### config.mk
export PLATFORM = sky130hd
export DESIGN_NAME = imul_iterative_var
export DESIGN_NICKNAME = d
export VERILOG_FILES = /design/src/rtl/imul_iterative_var.sv
export SDC_FILE = /design/constraint.sdc
export NUM_CORES = 1
export LEC_CHECK = 0
export CAP_MARGIN = 15
export CORE_MARGIN = 2
export CORE_UTILIZATION = 40
export DETAILED_ROUTE_END_ITERATION = 8
export GPL_TIMING_DRIVEN = 0
export PLACE_DENSITY = 0.69
export SLEW_MARGIN = 20
export SYNTH_ARGS = -nofsm -noshare
export SYNTH_HDL_FRONTEND = slang
export SYNTH_SLANG_ARGS = --single-unit
### constraint.sdc
create_clock -name clk -period 4 [get_ports clk]
set_clock_uncertainty 0.2 [all_clocks]
set_input_delay 0.8 -clock clk [delete_from_list [all_inputs] [get_ports clk]]
set_output_delay 0.8 -clock clk [all_outputs]
set_load 0.02 [all_outputs]
### src/rtl/imul_iterative_var.sv
// imul_iterative_var
//   Iterative shift-and-add integer multiplier with variable latency.
//   Produces the full 2*NBITS-bit product of two NBITS-bit operands, in
//   unsigned or signed (two's complement) mode, chosen per transaction.
//   Iteration stops as soon as the remaining multiplier bits are all zero.
//   Signed operands are multiplied as magnitudes; the product is negated
//   in one extra cycle when the operand signs differ.
//
// Ports
//   clk          clock, all state updates on the rising edge
//   reset        asynchronous, active-low reset
//   istream_val  request valid
//   istream_rdy  request ready (high only while idle)
//   istream_msg  {mode, a[NBITS-1:0], b[NBITS-1:0]}; mode=1 means signed
//   ostream_val  response valid (high only while holding a result)
//   ostream_rdy  response ready
//   ostream_msg  2*NBITS-bit product
module imul_iterative_var #(
    parameter int unsigned NBITS = 32,
    parameter int unsigned CW    = $clog2(NBITS) + 1
) (
    input  logic               clk,
    input  logic               reset,
    input  logic               istream_val,
    output logic               istream_rdy,
    input  logic [2*NBITS:0]   istream_msg,
    output logic               ostream_val,
    input  logic               ostream_rdy,
    output logic [2*NBITS-1:0] ostream_msg
);

    typedef enum logic [1:0] {
        IDLE,
        CALC,
        SIGN,
        DONE
    } state_t;

    localparam logic [CW-1:0] CNT_LAST = CW'(NBITS - 1);

    state_t             state_q;
    logic [2*NBITS-1:0] a_q;
    logic [NBITS-1:0]   b_q;
    logic [2*NBITS-1:0] prod_q;
    logic [CW-1:0]      cnt_q;
    logic               neg_q;
    logic               rdy_q;
    logic               val_q;

    // Operand decode and per-iteration datapath values
    logic               mode_d;
    logic [NBITS-1:0]   a_in_d;
    logic [NBITS-1:0]   b_in_d;
    logic [NBITS-1:0]   a_mag_d;
    logic [NBITS-1:0]   b_mag_d;
    logic               neg_d;
    logic               last_d;
    logic [2*NBITS-1:0] prod_add_d;

    always_comb begin
        mode_d  = istream_msg[2*NBITS];
        a_in_d  = istream_msg[2*NBITS-1:NBITS];
        b_in_d  = istream_msg[NBITS-1:0];
        // Magnitude of the most negative value wraps to 2^(NBITS-1), which
        // is exactly the correct unsigned magnitude in NBITS bits.
        a_mag_d = (mode_d && a_in_d[NBITS-1]) ? (~a_in_d + NBITS'(1)) : a_in_d;
        b_mag_d = (mode_d && b_in_d[NBITS-1]) ? (~b_in_d + NBITS'(1)) : b_in_d;
        neg_d   = mode_d && (a_in_d[NBITS-1] ^ b_in_d[NBITS-1]);
        // Last iteration when no set multiplier bits remain above bit 0.
        last_d  = (b_q[NBITS-1:1] == '0) || (cnt_q == CNT_LAST);
        prod_add_d = b_q[0] ? (prod_q + a_q) : prod_q;
    end

    always_ff @(posedge clk or negedge reset) begin
        if (!reset) begin
            state_q <= IDLE;
            a_q     <= '0;
            b_q     <= '0;
            prod_q  <= '0;
            cnt_q   <= '0;
            neg_q   <= 1'b0;
            rdy_q   <= 1'b1;
            val_q   <= 1'b0;
        end else begin
            case (state_q)
                IDLE: begin
                    if (istream_val && rdy_q) begin
                        a_q     <= {{NBITS{1'b0}}, a_mag_d};
                        b_q     <= b_mag_d;
                        neg_q   <= neg_d;
                        prod_q  <= '0;
                        cnt_q   <= '0;
                        rdy_q   <= 1'b0;
                        state_q <= CALC;
                    end
                end
                CALC: begin
                    prod_q <= prod_add_d;
                    a_q    <= a_q << 1;
                    b_q    <= b_q >> 1;
                    cnt_q  <= cnt_q + CW'(1);
                    if (last_d) begin
                        if (neg_q) begin
                            state_q <= SIGN;
                        end else begin
                            state_q <= DONE;
                            val_q   <= 1'b1;
                        end
                    end
                end
                SIGN: begin
                    prod_q  <= ~prod_q + (2*NBITS)'(1);
                    state_q <= DONE;
                    val_q   <= 1'b1;
                end
                DONE: begin
                    if (ostream_rdy) begin
                        state_q <= IDLE;
                        val_q   <= 1'b0;
                        rdy_q   <= 1'b1;
                    end
                end
                default: begin
                    state_q <= IDLE;
                    val_q   <= 1'b0;
                    rdy_q   <= 1'b1;
                end
            endcase
        end
    end

    assign istream_rdy = rdy_q;
    assign ostream_val = val_q;
    assign ostream_msg = prod_q;

endmodule

---- After elaboration in Yosys (flattened, before gate mapping) ----
Index checks and enable logic that the tools add are counted.
Widths: inputs -> output; s select.
word-level totals
  register bits after elaboration ......... 171
  input port bits ......................... 69
  output and inout bits ................... 66
  word-level logic and storage cells ...... 66
operators by class
  add/subtract/negate cells ............... 5
  eq/ne operators ......................... 9
  multiplexer cells ....................... 23
  bitwise gates (word level) .............. 4
  reductions and logical operators ........ 17
operators with widths
  kind                   count
  $mux 64                3
  $pmux 64 s3            1
  $pmux 64 s2            1
  $mux 32                3
  $add 32x1->32 const B  2
  $add 64x1->64 const B  1
  $add 64x64->64         1
  $not 32->32            2
  $not 64->64            1
  $pmux 32 s2            1
  $logic_not 31->1       1
  $pmux 6 s2             1
  $ne 2x2->1 const B     5
  $reduce_and 3->1       3
  $pmux 2 s4             1
  $add 6x1->6 const B    1
  $eq 6x5->1 const B     1
  $mux 1                 6
  $mux 2                 3
  $mux 6                 1
  $reduce_bool 3->1      2
  $eq 2x2->1 const B     2
  $logic_and 1x1->1      4
  $reduce_and 2->1       2
  8 further kinds        9

---- Logic depth before layout (Yosys ltp) ----
Gate-level depths: netlist of the first run.
  depth after elaboration ................. 5
  mapped depth ............................ 13
  gate-level depth less buffers ........... 13

---- Worst setup path before layout of the first run ----
No wires, ideal clock.
  kind .................................... flip-flop to flip-flop
  start point ............................. reg prod_q[0], in the netlist ostream_msg[0]
  end point ............................... reg prod_q[54], in the netlist ostream_msg[54]
  setup time .............................. 0.133 ns
  data arrival time ....................... 2.957 ns
  setup slack ............................. 0.710 ns
  stages on the path, launching flop included .. 14
  cell sequence ........................... dfrtp_1 -> ha_1 -> inv_1 -> fa_1 -> nand2b_1 -> a21oi_1 -> o22a_1 -> or3_1 -> a211o_1 -> a211oi_2 -> o31a_2 -> o41ai_1 -> xnor2_1 -> o21ai_0
between the ends
  longest elaborated chain between the ends .. 3
RTL lines
  item                                                  line     RTL
  from (decl)                                           44       logic [2*NBITS-1:0] prod_q;
  from (signal assigned)                                98       prod_q <= prod_add_d;
  from (signal assigned)                                112      prod_q <= ~prod_q + (2*NBITS)'(1);
  $add 64x64->64 / $not 64->64 (equally long branches)  71, 112
  $mux 64 / $add 64x1->64 (equally long branches)       71, 112
  $pmux 64 s3 *                                         85       case (state_q)
Every way passes the cells marked *; elsewhere a longest branch is shown, timed or not. The select of a mux whose other input is x is not followed.
A chain may end at the register's enable or synchronous reset.

---- Worst setup path in the final report of the first run ----
  start point ............................. reg prod_q[2], in the netlist ostream_msg[2]
  end point ............................... reg prod_q[59], in the netlist ostream_msg[59]
The elaborated chain is that of the path after synthesis.

==> results by group, run 1 <==
Status
  • Outcome: completed

Critical path
  • Cell count of the worst reg-to-reg path: 11
  • Delay-heaviest family, CP: compound AO/OA/AOI/OAI gates
  • Type of origin of the critical path: flip-flop
  • Register-to-register setup slack: 160 ps
  • Max stage delay on crit path: 490 ps
  • Critical-path cell with the highest stage delay: dfrtp_1
  • Critical Path RT: 4100 ps
  • Critical Path, Cell by Cell: ha_1 -> o21a_1 -> a2111o_1 -> and4_1 -> o211a_1 -> a21oi_2 -> o211ai_1 -> a311oi_2 -> o21ai_0 -> xnor2_1 -> o21ai_0
  • Cell with the most instances on the worst path: o21ai_0
  • Kind of end point of the critical path: flip-flop
  • Data arrival time of the critical path: 3940 ps
  • Maximum net fanout on the critical path: 6
  • Reg2Reg Launch Point: ostream_msg[2]$_DFFE_PN0P_
  • Capture instance of the worst register-to-register path: ostream_msg[59]$_DFFE_PN0P_
  • Count of buffering cells on the critical path with inverters included: 0
  • Critical path class: reg2reg

Synth
  • Total of flip-flops plus latches after synthesis: 171
  • Share of the yosys chip area belonging to registers: 31.4%
  • Number of distinct standard cells referenced by the synthesized netlist: 82
  • Post-Syn Area per Cell: 7.81 sq um
  • Most frequent cell after synthesis: o21ai_0
  • EDFF count, synth: 0
  • Post-synth top area cell: dfrtp_1
  • Number of nets produced by synthesis: 1,886
  • Top cells by area in the synthesized netlist: dfrtp_1, o21ai_0, a21oi_1, ha_1, nand2_1
  • Top-area cell type share of the netlist area: 31.2%
  • Synthesis warning total: 0
  • Cell area after synthesis: 13,600 sq um
  • Number of cells produced by synthesis: 1,745
  • Leading post-synthesis cells by instance count: o21ai_0, a21oi_1, nand2_1
  • Proportion of register bits with asynchronous set or reset after synthesis: 100%
  • Leading register cell type out of synthesis: dfrtp_1

Global route
  • Grt ovf: 0
  • Wire length of the first global-routing pass: 74,000 um
  • Number of global-route vias before repair: 13,600
  • Global-route usage over all layers: 26.1%
  • Antenna violations before repair: 0
  • Pin count of the biggest net entering global routing: 88

Timing
  • Setup TNS: 0 ps
  • Actual transition at the worst max-transition pin: 1010 ps
  • Final cycle utilization of the critical path: 96.1%
  • Slew Limit Fails: 0
  • Final worst-path setup slack: 158 ps
  • Hold violation total from the final report: 0
  • Crit path time final: 3840 ps
  • Worst relative slew slack: 32.4%
  • Unrepaired setup endpoints after global routing: false
  • Maximum operating frequency: 260 MHz
  • Hold Slack: 167 ps
  • Setup violations, final: 0

Routing
  • Routed met2 length: 21,100 um
  • Met3 Routed Length: 3270 um
  • Detailed-routing iteration count for the pre-antenna-repair pass: 5
  • Vias post-DR: 14,200
  • Wire length per cell after detailed routing: 19.8 um
  • Number of DRC violations after detailed routing: 0
  • Via density per instance: 6.00
  • Uppermost signal routing layer after detailed routing: met4
  • Metal1 wirelength: 20,900 um
  • Final wirelength: 46,700 um
  • Detailed router's first-iteration violation count: 1,376
  • Antenna-violating nets left: 0

Placement
  • Worst-case setup slack after placement: -167 ps
  • Buffers on Ports: 134
  • HPWL after detailed placement: 35,400 um
  • Cell count after placement: 2,329
  • RD Place Congestion: 0.957

Finish
  • Final cell count without fillers: 2,361
  • Area Growth Syn to Fin: 19.0%
  • Share of the core filled with cells in the final layout: 48.3%
  • Final net count: 2,041
  • Diode insertion count for antenna repair: 0
  • Fraction of final layout cells sized beyond drive strength 1: 4.23%

Clocking
  • Deepest level of the CTS H-tree: 4
  • Clock tree from TritonCTS: yes
  • Number of buffers between clock root and the deepest sink: 2
  • Clock latency on the worst-skew pair: 450 ps
  • CTS Hold Buffers Added: 0
  • Clock buffers created by TritonCTS: 17
  • Number of clock sinks: 171
  • Post-CTS clock slew at the launch and capture registers of the worst setup and hold paths: 80 ps
  • Postcts setup bufs: 0
  • # resized after CTS: 1
  • Buffer cell driving the clock tree root: clkbuf_16

Power
  • Cell Pwr Density: 789 nW/um^2
  • Reported leakage power: 6.75 nW
  • Maximum ir drop on the vdd rail: 0.328 mV

Die
  • Row cnt: 67
  • Horizontal die dimension: 189 um
  • Starting utilization of the core area: 40.6%
  • Die Span Y: 189 um
  • Die area: 35,600 sq um
  • Total I/O pin count: 135
  • Core region area: 33,500 sq um

Run
  • Number of maximum-capacitance constraint violations: 0

Worst hold path
  • Worst Hold Class: in2async
-- report_power, final --
group / total, mW / leakage, nW / switching [mW] / internal (mW)
Sequential: 3.34 / 2.24 / 0.959 / 2.38
Clock: 1.69 / 0.279 / 0.801 / 0.892
Combinational: 7.75 / 4.23 / 5.01 / 2.75
Total: 12.8 / 6.75 / 6.77 / 6.02
-- kinds of logic (layout without fill, tap and decap cells) --
family,after synthesis,after routing,share of synthesized area [%]
muxes,3,3,0.230
adders and majority gates,72,72,6.67
xor gates and xnor gates,111,111,7.13
DFF,171,171,31.4
and+or+nand+nor,586,586,21.3
AOI/OAI and AO/OA,658,658,29.2
buffers and inverters,144,312,4.02
-- stage by stage --
| stage | instance area, sq um | power [mW] |
|---|---|---|
| 6_report | 16200 | 12.8 |
| 5_1_grt | 16200 | 13.8 |
| 4_1_cts | 16200 | 12.7 |
| 3_5_place_dp | 15600 | 11.0 |
| 3_3_place_gp | 15500 | 10.8 |
| 2_1_floorplan | 13600 | 8.16 |
-- how the worst max path moves through the flow --
| stage | endpoint | startpoint | cells past startpoint |
|---|---|---|---|
| finish | ostream_msg[59]$_DFFE_PN0P_ | ostream_msg[2]$_DFFE_PN0P_ | 11 |
| detailed placement | a_q[29]$_DFFE_PN0P_ | istream_msg[35] | 12 |
| CTS | ostream_msg[59]$_DFFE_PN0P_ | ostream_msg[3]$_DFFE_PN0P_ | 11 |
| floorplan | ostream_msg[54]$_DFFE_PN0P_ | ostream_msg[0]$_DFFE_PN0P_ | 13 |
| global placement | b_q[11]$_DFFE_PN0P_ | reset | 1 |
| global route | ostream_msg[63]$_DFFE_PN0P_ | ostream_msg[24]$_DFFE_PN0P_ | 11 |
-- registers in the layout, indices dropped and copies added, names as in the netlist --
register and cells:
neg_q 1, b_q 32, ostream_msg 64, cnt_q 6, istream_rdy 1, state_q 2
ostream_val 1, a_q 64
-- per-layer routing --
layer  GRT usage (%)  vias up
li1                -     6720
met1            36.2     6759
met4            9.62        0
met3            3.58       96
met5               0        -
met2            41.7      581
-- cell usage in the layout (no fill, tap or decap), types with 13 or more instances in the layout --
| master | n |
|---|---|
| a22o_1 | 35 |
| or4_1 | 16 |
| a21oi_1 | 209 |
| a21o_1 | 35 |
| xor2_1 | 45 |
| o21bai_1 | 18 |
| nand4_1 | 28 |
| clkbuf_16 | 17 |
| or3_1 | 30 |
| o31ai_1 | 16 |
| o21ai_0 | 222 |
| nor4_1 | 30 |
| clkbuf_1 | 82 |
| nor3_1 | 57 |
| a32oi_1 | 13 |
| nand3_1 | 20 |
| nor2_1 | 156 |
| xnor2_1 | 66 |
| ha_1 | 71 |
| inv_1 | 51 |
| clkdlybuf4s50_1 | 133 |
| a22oi_1 | 18 |
| nand2_1 | 174 |
| dfrtp_1 | 169 |
| nand2b_1 | 17 |
-- layout make-up --
type	instances	area, sq um
timing repair buffer	136	1380
fill	3315	17300
tap	448	561
clock buffer	19	443
inverter	52	195
clock inverter	13	130
sequential	171	4280
multi-input combinational	1430	8860
buffer	92	353
No activity file was read; power rests on OpenSTA's default activity.
==> inputs of run 2 (changes only) <==
Settings changed: MAX_ROUTING_LAYER set to met4.
==> run 2 against run 1 <==
Compared with the run above:
- register-to-register slack better by 20 ps
- flip-flop and latch count unchanged
- sequential share of layout area is essentially flat
- design area hardly changed
- wire length increased by 1.1%
- sequential power is essentially flat
- largest power group unchanged
- largest cell class unchanged
==> results by group, run 2 (synthesis results as in run 1) <==
Status
  • Outcome: completed

Finish
  • Final net count: 2,041
  • Area Growth Syn to Fin: 19.0%
  • Final cell count without fillers: 2,361
  • Fraction of final layout cells sized beyond drive strength 1: 4.13%
  • Post-route cell area: 16,200 sq um
  • Most frequent standard cell in the layout excluding fill and tap cells: o21ai_0
  • Commonest non-fill, non-tap cells in the layout: o21ai_0, a21oi_1, nand2_1

Global route
  • Antenna violations before repair: 1
  • Number of global-route vias before repair: 13,400
  • Grt ovf: 0
  • Pin count of the biggest net entering global routing: 98
  • Global-route usage over all layers: 27.0%
  • Wire length of the first global-routing pass: 74,000 um

Timing
  • Slew Limit Fails: 0
  • Setup violations, final: 0
  • Crit path time final: 3820 ps
  • Final cycle utilization of the critical path: 95.6%
  • Actual transition at the worst max-transition pin: 965 ps
  • Final worst-path setup slack: 176 ps
  • Hold violation total from the final report: 0
  • Worst relative slew slack: 35.7%
  • Unrepaired setup endpoints after global routing: false
  • Maximum operating frequency: 262 MHz

Clocking
  • Clock buffers created by TritonCTS: 17
  • Clock tree from TritonCTS: yes
  • Postcts setup bufs: 0
  • Post-CTS clock slew at the launch and capture registers of the worst setup and hold paths: 70 ps
  • Buffer cell driving the clock tree root: clkbuf_16
  • CTS Hold Buffers Added: 0
  • Number of buffers between clock root and the deepest sink: 2
  • Deepest level of the CTS H-tree: 4
  • Number of clock sinks: 171
  • Clock latency on the worst-skew pair: 450 ps
  • # resized after CTS: 1

Power
  • Pint: 6.08 mW
  • Share of total power consumed by net switching: 52.9%
  • Maximum ir drop on the vdd rail: 0.341 mV
  • Clock Power Share: 13.6%
  • Reg power frac: 25.8%
  • Cell Pwr Density: 796 nW/um^2
  • P_sw: 6.83 mW
  • Reported leakage power: 6.76 nW
  • Overall power: 12.9 mW
  • Comb pwr share: 60.5%

Die
  • Row cnt: 67
  • Die area: 35,600 sq um
  • Total I/O pin count: 135
  • Starting utilization of the core area: 40.6%
  • Die Span Y: 189 um
  • Core region area: 33,500 sq um
  • Horizontal die dimension: 189 um

Critical path
  • Kind of end point of the critical path: flip-flop
  • Critical path class: reg2reg
  • Cell with the most instances on the worst path: o21a_1
  • Critical Path RT: 4100 ps
  • Critical Path, Cell by Cell: ha_1 -> o21a_1 -> a2111o_1 -> a21oi_1 -> o31a_1 -> o21a_1 -> o21a_1 -> o21ai_2 -> a41o_1 -> xnor2_1 -> o21ai_0
  • Reg2Reg Launch Point: ostream_msg[2]$_DFFE_PN0P_
  • Cell count of the worst reg-to-reg path: 11
  • Maximum net fanout on the critical path: 6
  • Max stage delay on crit path: 480 ps
  • Critical-path cell with the highest stage delay: dfrtp_1
  • Type of origin of the critical path: flip-flop
  • Startpoint of the most critical setup path: ostream_msg[2]$_DFFE_PN0P_
  • Data arrival time of the critical path: 3930 ps

Routing
  • Wire length per cell after detailed routing: 20.0 um
  • Final wirelength: 47,200 um
  • Detailed-routing iteration count for the pre-antenna-repair pass: 5
  • Number of DRC violations after detailed routing: 0
  • Antenna-violating nets left: 0
  • Via density per instance: 6.03
  • Detailed router's first-iteration violation count: 1,235
  • Vias post-DR: 14,200

Placement
  • Cell area reported after detailed placement: 15,600 sq um
  • Cell count after placement: 2,329
  • RD Place Congestion: 0.967
  • HPWL after detailed placement: 35,700 um
  • Worst-case setup slack after placement: -253 ps
  • Buffers on Ports: 134

Run
  • Number of maximum-capacitance constraint violations: 0

Worst hold path
  • Worst Hold Class: in2async
==> run 2: changes by cell type in the layout (fill, tap and decap cells not counted), sizes merged <==
cell | before | now
clkinv | 4 | 5
inv | 58 | 57
bufinv | 1 | 2
clkbuf | 100 | 99
diode | 0 | 1
clkinvlp | 2 | 1
==> run 2: power groups by stage <==
stage	logic, mW	registers (mW)	clock network [mW]
6_report	7.82	3.33	1.76
3_3_place_gp	7.53	3.31	0
5_1_grt	8.59	3.41	1.84
4_1_cts	7.71	3.30	1.77
3_5_place_dp	7.67	3.33	0
2_1_floorplan	4.91	3.25	0
==> run 2: metrics by stage <==
stage                     hold slack [ps]  utilization [%]  TNS, ps
final                                 124             48.4        0
after global routing                  185             48.4        0
after CTS                             163             48.3        0
after detailed placement              294             46.5    -1140
after global placement                278             46.3  -927890
after floorplan                       241                -        0
==> run 2: routing by layer <==
metal / part of all wire (%) / global-route usage, % / vias up
li1: - / - / 6740
met1: 46 / 37.0 / 6851
met2: 45 / 41.4 / 578
met3: 7.2 / 3.97 / 79
met4: 2.1 / 8.20 / 0
met5: 0 / - / -
==> run 2: final timing paths <==
check	to	slack (ps)
max reg2reg	ostream_msg[61]$_DFFE_PN0P_	180
max in group asynchronous	istream_rdy$_DFFE_PN1P_	2570
min	ostream_msg[16]$_DFFE_PN0P_	120
min reg2reg	b_q[19]$_DFFE_PN0P_	310
max	ostream_msg[61]$_DFFE_PN0P_	180
min in group clk	b_q[19]$_DFFE_PN0P_	310
==> run 2: worst max-delay path: cells and delay by family (launching register included) <==
family	cells	cell delay [ps]
AO/OA/AOI/OAI	9	2440
XOR/XNOR	1	180
adder cells (fa/ha/maj)	1	380
flip-flops	1	480
==> run 2: cell type report <==
| class | instances | area [sq um] |
|---|---|---|
| tap | 448 | 561 |
| sequential | 171 | 4280 |
| clock buffer | 18 | 439 |
| multi-input combinational | 1430 | 8850 |
| antenna | 1 | 2.50 |
| buffer | 92 | 353 |
| timing repair buffer | 136 | 1380 |
| fill | 3310 | 17300 |
| inverter | 52 | 195 |
| clock inverter | 13 | 156 |
